## src/rtl/aes_enc_ctrl.sv

```systemverilog
// AES-128 encryption sequencer: key-expansion handshake, block accept,
// 11-step round sequencing and ciphertext return. Control only, no datapath.
//
// Ports:
//   clk, rst            clock, synchronous active-high reset
//   key_load            request expansion of a new key
//   kexp_start          one-cycle pulse restarting the key schedule
//   key_ready           expanded-key bus valid
//   in_valid/in_ready   plaintext handshake
//   state_load          capture plaintext (same cycle as accept)
//   round_req/round_ack round step handshake with the datapath
//   round_op            0 AddRoundKey, 1 full round, 2 final round
//   round_idx           round-key index 0..NR
//   out_valid/out_ready ciphertext handshake
//   busy                not IDLE and not READY
//   key_err             sticky key-expansion timeout flag
module aes_enc_ctrl #(
  parameter int NR          = 10,
  parameter int KEY_TIMEOUT = 1023
) (
  input  logic       clk,
  input  logic       rst,
  input  logic       key_load,
  output logic       kexp_start,
  input  logic       key_ready,
  input  logic       in_valid,
  output logic       in_ready,
  output logic       state_load,
  output logic       round_req,
  input  logic       round_ack,
  output logic [1:0] round_op,
  output logic [3:0] round_idx,
  output logic       out_valid,
  input  logic       out_ready,
  output logic       busy,
  output logic       key_err
);

  localparam int CW = $clog2(KEY_TIMEOUT + 1);

  localparam logic [2:0] S_IDLE  = 3'd0;
  localparam logic [2:0] S_KEXP  = 3'd1;
  localparam logic [2:0] S_READY = 3'd2;
  localparam logic [2:0] S_RUN   = 3'd3;
  localparam logic [2:0] S_STEP  = 3'd4;
  localparam logic [2:0] S_OUT   = 3'd5;

  localparam logic [3:0]    IDX_LAST = 4'(NR);
  localparam logic [CW-1:0] CNT_LAST = CW'(KEY_TIMEOUT - 1);
  localparam logic [CW-1:0] CNT_SKIP = CW'(2);

  logic [2:0]    state;
  logic [CW-1:0] cnt;
  logic          key_valid;
  logic          pend_key;
  logic          key_req;

  assign key_req    = key_load | pend_key;
  assign in_ready   = (state == S_READY) & key_valid & ~key_req;
  assign state_load = in_ready & in_valid;
  assign round_req  = (state == S_RUN);
  assign out_valid  = (state == S_OUT);
  assign busy       = (state != S_IDLE) & (state != S_READY);

  always_comb begin
    round_op = 2'd1;
    if (round_idx == 4'd0)
      round_op = 2'd0;
    else if (round_idx == IDX_LAST)
      round_op = 2'd2;
  end

  always_ff @(posedge clk) begin
    if (rst) begin
      state      <= S_IDLE;
      cnt        <= '0;
      key_valid  <= 1'b0;
      key_err    <= 1'b0;
      pend_key   <= 1'b0;
      kexp_start <= 1'b0;
      round_idx  <= 4'd0;
    end else begin
      kexp_start <= 1'b0;
      case (state)
        S_IDLE: begin
          if (key_load) begin
            kexp_start <= 1'b1;
            key_err    <= 1'b0;
            cnt        <= '0;
            state      <= S_KEXP;
          end
        end
        S_KEXP: begin
          // key_ready may still be high from the previous key for
          // the first two cycles, so it is only trusted from cnt 2
          if (key_load) begin
            kexp_start <= 1'b1;
            cnt        <= '0;
          end else if (key_ready && cnt >= CNT_SKIP) begin
            key_valid <= 1'b1;
            state     <= S_READY;
          end else if (cnt == CNT_LAST) begin
            key_err   <= 1'b1;
            key_valid <= 1'b0;
            cnt       <= '0;
            state     <= S_IDLE;
          end else begin
            cnt <= cnt + 1'b1;
          end
        end
        S_READY: begin
          if (key_req) begin
            kexp_start <= 1'b1;
            key_err    <= 1'b0;
            pend_key   <= 1'b0;
            key_valid  <= 1'b0;
            cnt        <= '0;
            state      <= S_KEXP;
          end else if (state_load) begin
            round_idx <= 4'd0;
            state     <= S_RUN;
          end
        end
        S_RUN: begin
          if (key_load)
            pend_key <= 1'b1;
          if (round_ack) begin
            if (round_idx == IDX_LAST) begin
              state <= S_OUT;
            end else begin
              round_idx <= round_idx + 4'd1;
              state     <= S_STEP;
            end
          end
        end
        S_STEP: begin
          // one idle cycle forces a fresh req rising edge per step
          if (key_load)
            pend_key <= 1'b1;
          state <= S_RUN;
        end
        S_OUT: begin
          if (key_load)
            pend_key <= 1'b1;
          if (out_ready)
            state <= S_READY;
        end
        default: state <= S_IDLE;
      endcase
    end
  end

endmodule

```

## config.mk

```make
export PLATFORM = sky130hd
export DESIGN_NAME = aes_enc_ctrl
export DESIGN_NICKNAME = d
export VERILOG_FILES = /design/src/rtl/aes_enc_ctrl.sv
export SDC_FILE = /design/constraint.sdc
export NUM_CORES = 1
export LEC_CHECK = 0
export ABC_AREA = 1
export CAP_MARGIN = 25
export CELL_PAD_IN_SITES_DETAIL_PLACEMENT = 0
export CELL_PAD_IN_SITES_GLOBAL_PLACEMENT = 2
export CORE_ASPECT_RATIO = 1.25
export CORE_MARGIN = 2
export CORE_UTILIZATION = 33
export CTS_BUF_LIST = sky130_fd_sc_hd__clkbuf_2
export DETAILED_ROUTE_END_ITERATION = 10
export GPL_ROUTABILITY_DRIVEN = 1
export HOLD_SLACK_MARGIN = 0.08
export PLACE_DENSITY = 0.95
export SYNTH_ARGS = -nofsm -noshare
export SYNTH_HDL_FRONTEND = slang
export SYNTH_SLANG_ARGS = --single-unit
```

## constraint.sdc

```tcl
create_clock -name clk -period 3.12 [get_ports clk]
set_clock_uncertainty 0.1 [all_clocks]
set_input_delay 0.936 -clock clk [delete_from_list [all_inputs] [get_ports clk]]
set_output_delay 0.936 -clock clk [all_outputs]
set_load 0.1 [all_outputs]
```

==> impl_results.md, run 1 <==
* Status: completed
* Clock sinks at 21
* Post-Syn Area at 0.00160 mm^2
* Design area at 0.00192 mm^2
* Fillcell total at 531
* # nets final at 286
* DRC at 0
* Pre-antenna DRT Iters at 5
* Avg Cell Area, Syn at 6.36 um^2
* Core Rows at 28
* Largest net degree at the start of global routing at 13
* Register area share after synthesis at 0.262
* Worst-Margin Slew at 0.453 ns
* Die W at 66.3 um
* Max_cap viols at 0
* Comb pwr share at 0.694
* Part of the cycle the worst path needs at 0.982
* # H-tree levels at 1
* Tot GR Track Use at 0.169
* Yosys reg bits at 21
* CP arrival at 2.03 ns
* Dpl cells at 329
* Num CTS Buffers at 3
* Non-Filler Instances at 333
* GR Overflow Total at 0
* Synth area leaders: dfxtp_1, nand2_1, nor2_1
* Antenna diodes at 0
* DP Wirelength at 3320 um
* Worst min-delay path class: reg2reg
* Initial antenna violation count at 0
* Die Y at 81.9 um
* Async S/R FF share, synth at 0
* Met2 Usage GRT at 0.328
* Vias/cell at 4.86
* Met3 usage at 0.0123
* Post-CTS sizing at 0
* PortBufs at 19
* Syn Nets at 264
* Root Driver: clkbuf_2
* Area of the core at 0.00469 mm^2
* GR Layer Usage met1 at 0.193
* Post-Syn Instances at 252
* Fin util at 0.410
* Sequential share of power at 0.238
* Net Sw Power at 1.07 mW
* WS Path Type: in2out
* Worst Slack Setup Final at 0.0571 ns
* Synth Warn # at 0
* Switch share at 0.597
* Setup repair bufs after CTS at 0
* Total power at 1.79 mW
* CTS Buffer Depth at 2
* DR iter-0 viols at 82
* Global-route wire length before repair at 7120 um
* DIE AREA at 0.00543 mm^2
* Count leader, synth: nand2_1
* Vias in the first global route at 1578
* Maximum VDD drop at 0.000663 V
* Required time worst endpoint at 2.08 ns
* Clk Latency, worst-skew pair at 0.33 ns
* Layout cells sized above 1 at 0.172
* Layout Area Growth over Synthesis at 20.0%
* Via count of the routed design at 1618
* Most common flop cell mapped by yosys: dfxtp_1
* Pleak at 0.830 nW
* Worst Path Max Fanout at 3
* Post-synth EDFFs at 0
* Setup Viol. Count Final at 0
* Int Power at 0.722 mW
* Drt wl/cell at 12.5 um
* Clk slew on worst S/H paths at 0.22 ns
* Worst Setup Start Kind: primary input
* RSZ-0062 raised after global routing: no
* # IOs at 20
* TritonCTS clock tree: done
* Minimum clock period at 3.06 ns
* F_max at 0.326 GHz
* Antenna-violating nets left at 0
* Post-synthesis cell type count at 29
* Final WL at 4150 um
* Slew Limit Headroom at 0.698
* Area post-placement at 0.00190 mm^2
* Initial Utilization at 0.341
* PwrDens at 932 mW/mm^2
* CP Capture Type: output pin
* Most Crowded Layer GR: met2
* Synth top cells by count: nand2_1, nor2_1, inv_1
* Max-slew violation count at 0
* Post-synth top area share at 0.262
* Leading area contributor after synthesis: dfxtp_1
* CTS Hold Bufs at 0
* Dpl ws at 0.0520 ns
* Final Hold Violating Endpoints at 0
* Clk pwr share at 0.068
* GP Congestion at 0.791
-- placed cells by master (no fill, tap or decap), types with 2 or more instances in the layout --
cell,Yosys,routed
a21oi_1,19,18
buf_12,0,4
buf_4,2,12
clkbuf_2,0,3
clkdlybuf4s50_1,0,6
dfxtp_1,21,21
ha_1,5,5
inv_1,28,28
inv_2,5,5
nand2_1,62,62
nand2_2,4,4
nand2_4,3,3
nand3_1,25,25
nand3_2,2,2
nand3_4,2,2
nand4_1,10,10
nor2_1,36,35
nor2_2,4,4
nor2_4,1,2
nor2_8,2,2
nor3_1,3,2
o21ai_0,6,6
xor2_1,3,3
-- logic make-up after synthesis --
kind of cell             Yosys count  synth area share
flip-flops                        21             0.262
adder cells (fa/ha/maj)            5            0.0390
AND/OR/NAND/NOR                  157             0.490
XOR/XNOR                           3            0.0164
buffers and inverters             38            0.0991
AO/OA/AOI/OAI                     28            0.0929
-- final timing paths --
path                               start         end  slack [ns]  cells past startpoint
worst max register to register    cnt[4]    state[2]        1.20                      9
worst max-delay path            key_load  state_load        0.06                      5
worst min-delay path             key_err     key_err        0.37                      2
worst min register to register   key_err     key_err        0.37                      2
-- metrics by stage --
step | hold slack, ns | TNS [ns]
after floorplan | 0.374 | -0.245
after global placement | 0.342 | 0
after detailed placement | 0.353 | 0
after CTS | 0.379 | 0
after global routing | 0.389 | 0
final | 0.372 | 0
-- final cells by class --
cell class / count / area (um^2) / area share
flip-flops and latches: 21 / 420 / 0.219
repair buffers: 22 / 230 / 0.120
well taps: 60 / 75.1 / 0.0390
inverters: 33 / 124 / 0.0644
clock buffers: 3 / 15.0 / 0.00781
multi-input cells: 193 / 1050 / 0.548
clock inverters: 1 / 5.00 / 0.00260
-- worst max-delay path, cell delays in order --
cell and delay, ns:
clkdlybuf4s50_1 0.43, nor2_2 0.17, nand3_4 0.12, nor3_4 0.17, buf_12 0.20
-- flip-flops by register name, indices dropped and copies added, names as in the netlist --
signal      count
cnt            10
round_idx       4
state           3
kexp_start      1
key_err         1
key_valid       1
pend_key        1
-- metal layers --
metal | vias to the layer above | share of wire
met5 | - | 0
met4 | 0 | 0.0084
met3 | 4 | 0.020
met2 | 24 | 0.54
met1 | 736 | 0.43
li1 | 854 | -
-- power by group through the flow --
stage / Clock (mW) / Combinational (mW) / Sequential [mW]
CTS: 0.131 / 1.26 / 0.426
global route: 0.136 / 1.37 / 0.439
floorplan: 0 / 0.914 / 0.508
global placement: 0 / 1.25 / 0.435
detailed placement: 0 / 1.25 / 0.432
finish: 0.122 / 1.24 / 0.427
(Power assumes the default switching activity.)
==> inputs of run 2 (changes only) <==
- GPL_ROUTABILITY_DRIVEN: 1 -> default
==> results of run 2 <==
No change in the layout: final DEF, timing and power equal those of run 1.
==> inputs of run 3 (changes only) <==
- CORE_UTILIZATION: 33 -> 25
- PLACE_DENSITY: 0.95 -> 0.76
==> run 3 against run 2 <==
Against the previous run:
- global-route usage shrank 2.2 points
- register-to-register slack worse by 0.05 ns
- clock-buffer cell count increased by 1
- combinational power barely moved
- via count rose by 1.4%
- final cell count rose by 7.8%
- first-iteration DRC count decreased by 8.5%
- sequential power about the same
- core utilization fell by 9.4 points
- maximum frequency grew 0.25%
- die area rose by 30%
- critical path type unchanged
==> impl_results.md, run 3 (synthesis gave the netlist of run 1 again) <==
* Buf+Inv Stages, Crit Path at 2 (unchanged)
* Dpl ws at 0.0588 ns (+0.00686 ns)
* Antenna diodes at 0 (unchanged)
* Switch share at 0.601 (+0.00339)
* Delay-heaviest family, CP: buffers and inverters
* Via count of the routed design at 1640 (+1.4%)
* Initial antenna violation count at 0 (unchanged)
* CTS Buffer Depth at 2 (unchanged)
* Die W at 75.6 um (+14%)
* PortBufs at 19 (unchanged)
* Maximum VDD drop at 0.000512 V (-23%)
* Minimum clock period at 3.06 ns (-0.00758 ns)
* R2R setup slack at 1.15 ns (-0.05 ns)
* Required time worst endpoint at 2.08 ns (about the same)
* CP most frequent cell: nor2_2
* Part of the cycle the worst path needs at 0.979 (-0.00243)
* DIE AREA at 0.00707 mm^2 (+30%)
* Sequential share of power at 0.235 (-0.003)
* CP Capture Type: output pin
* Clk pwr share at 0.070 (+0.002)
* Design area at 0.00196 mm^2 (+2.0%)
* # IOs at 20 (unchanged)
* Worst min-delay path class: reg2reg
* Post-CTS sizing at 0 (unchanged)
* Max_cap viols at 0 (unchanged)
* Slowest CP cell: clkdlybuf4s50_1
* Setup Viol. Count Final at 0 (unchanged)
* Layout cells sized above 1 at 0.175 (+0.00302)
* Top Registers: cnt: 10 flops, round_idx: 4 flops, state: 3 flops
* Hold_sp: key_err
* Layout Area Growth over Synthesis at 22.4%
* Leading cell type in the layout, fill and taps excluded: nand2_1
* RSZ-0062 raised after global routing: no
* GP Congestion at 0.760 (-4.0%)
* Worst Slack Setup Final at 0.0647 ns (+0.00758 ns)
* Status: completed
* Area of the core at 0.00621 mm^2 (+32%)
* Die Y at 93.5 um (+14%)
* Pleak at 0.835 nW (+0.61%)
* Drt wl/cell at 12.7 um (+1.6%)
* GR Overflow Total at 0 (unchanged)
* Setup repair bufs after CTS at 0 (unchanged)
* DR iter-0 viols at 75 (-8.5%)
* Core Rows at 32 (+14%)
* Clock sinks at 21 (unchanged)
* Comb pwr share at 0.695 (about the same)
* Final hold slack at 0.361 ns (-0.0112 ns)
* Antenna-violating nets left at 0 (unchanged)
* Slew Limit Headroom at 0.698 (about the same)
* Root Driver: clkbuf_2
* Setup TNS at 0 ns (unchanged)
* PwrDens at 930 mW/mm^2 (-0.22%)
* F_max at 0.327 GHz (+0.25%)
* DRC at 0 (unchanged)
* # nets final at 287 (+0.35%)
* Critical path depth in cells at 5 (unchanged)
* Largest net degree at the start of global routing at 12 (-1)
* WS Path Type: in2out
* Commonest cells after routing, fill and taps aside: nand2_1, nor2_1, inv_1
* Net Sw Power at 1.10 mW (+2.4%)
* Clk Latency, worst-skew pair at 0.35 ns (+0.02 ns)
* Worst Path Max Fanout at 4 (+1)
* FF-to-FF End: cnt[6]
* Worst-Margin Slew at 0.452 ns (-0.000937 ns)
* Vias in the first global route at 1666 (+5.6%)
* Initial Utilization at 0.258 (-0.0832)
* Worst hold path stage count at 2 (unchanged)
* CTS Hold Bufs at 0 (unchanged)
* Largest reg by FF count: cnt
* Max-slew violation count at 0 (unchanged)
* Global-route wire length before repair at 8060 um (+13%)
* Non-Filler Instances at 359 (+7.8%)
* Tot GR Track Use at 0.148 (-0.0216)
* Reg2reg start: cnt[0]
* Area post-placement at 0.00194 mm^2 (+2.0%)
* Final Hold Violating Endpoints at 0 (unchanged)
* Num CTS Buffers at 3 (unchanged)
* Vias/cell at 4.57 (-6.0%)
* Largest stage delay on the critical path at 0.43 ns (about the same)
* DP Wirelength at 3540 um (+6.7%)
* Max reg flops at 10 (unchanged)
* Critical path cell sequence: clkdlybuf4s50_1, nor2_2, nand3_4, nor2_2, buf_12
* Worst reg2reg path depth at 12 (+3)
* Worst hold endpoint: key_err
* TritonCTS clock tree: done
* CP arrival at 2.02 ns (about the same)
* # H-tree levels at 1 (unchanged)
* Final WL at 4550 um (+9.6%)
* Worst Setup Start Kind: primary input
* Clk slew on worst S/H paths at 0.25 ns (+0.03 ns)
* Int Power at 0.728 mW (+0.94%)
* Dpl cells at 355 (+7.9%)
* Pre-antenna DRT Iters at 4 (-1)
==> run 3: cell types whose count changed in the layout (fill, tap and decap cells not counted), sizes merged <==
cell	delta
clkbuf	+1
clkinv	-1
buf	+1
==> run 3: power by group through the flow <==
stage	clock network [mW]	registers, mW	logic [mW]
2_1_floorplan	0	0.508	0.914
3_3_place_gp	0	0.439	1.28
3_5_place_dp	0	0.437	1.28
4_1_cts	0.138	0.431	1.29
5_1_grt	0.146	0.444	1.40
6_report	0.128	0.429	1.27
==> run 3: layout make-up <==
class,count,area [um^2]
multi-input cells,193,1050
clock buffers,4,20.0
well taps,85,106
fillers,703,4240
inverters,33,124
flip-flops and latches,21,420
repair buffers,23,238
==> run 3: worst min-delay path, cell delays in order, from the launching register on <==
cell and delay (ns):
dfxtp_1 0.37, inv_1 0.04, a21oi_1 0.05
==> run 3: per-layer routing <==
layer / global-route usage / up-vias / share of wire
li1: - / 857 / -
met1: 0.192 / 763 / 0.46
met2: 0.252 / 18 / 0.51
met3: 0.0151 / 2 / 0.019
met4: 0.0439 / 0 / 0.0064
met5: 0 / - / 0
==> run 3: worst max path at each step <==
stage                      start           to  slack (ns)
detailed placement      key_load     in_ready        0.06
global placement        key_load   state_load        0.08
floorplan           round_idx[0]  round_op[0]       -0.24
finish                  key_load     in_ready        0.06
CTS                     key_load     in_ready        0.06
global route            key_load   state_load       0.004
==> run 3: stage by stage <==
stage               total power [mW]  utilization
floorplan                       1.42            -
global placement                1.72        0.313
detailed placement              1.72        0.313
CTS                             1.86        0.316
global route                    1.99        0.316
finish                          1.83        0.316
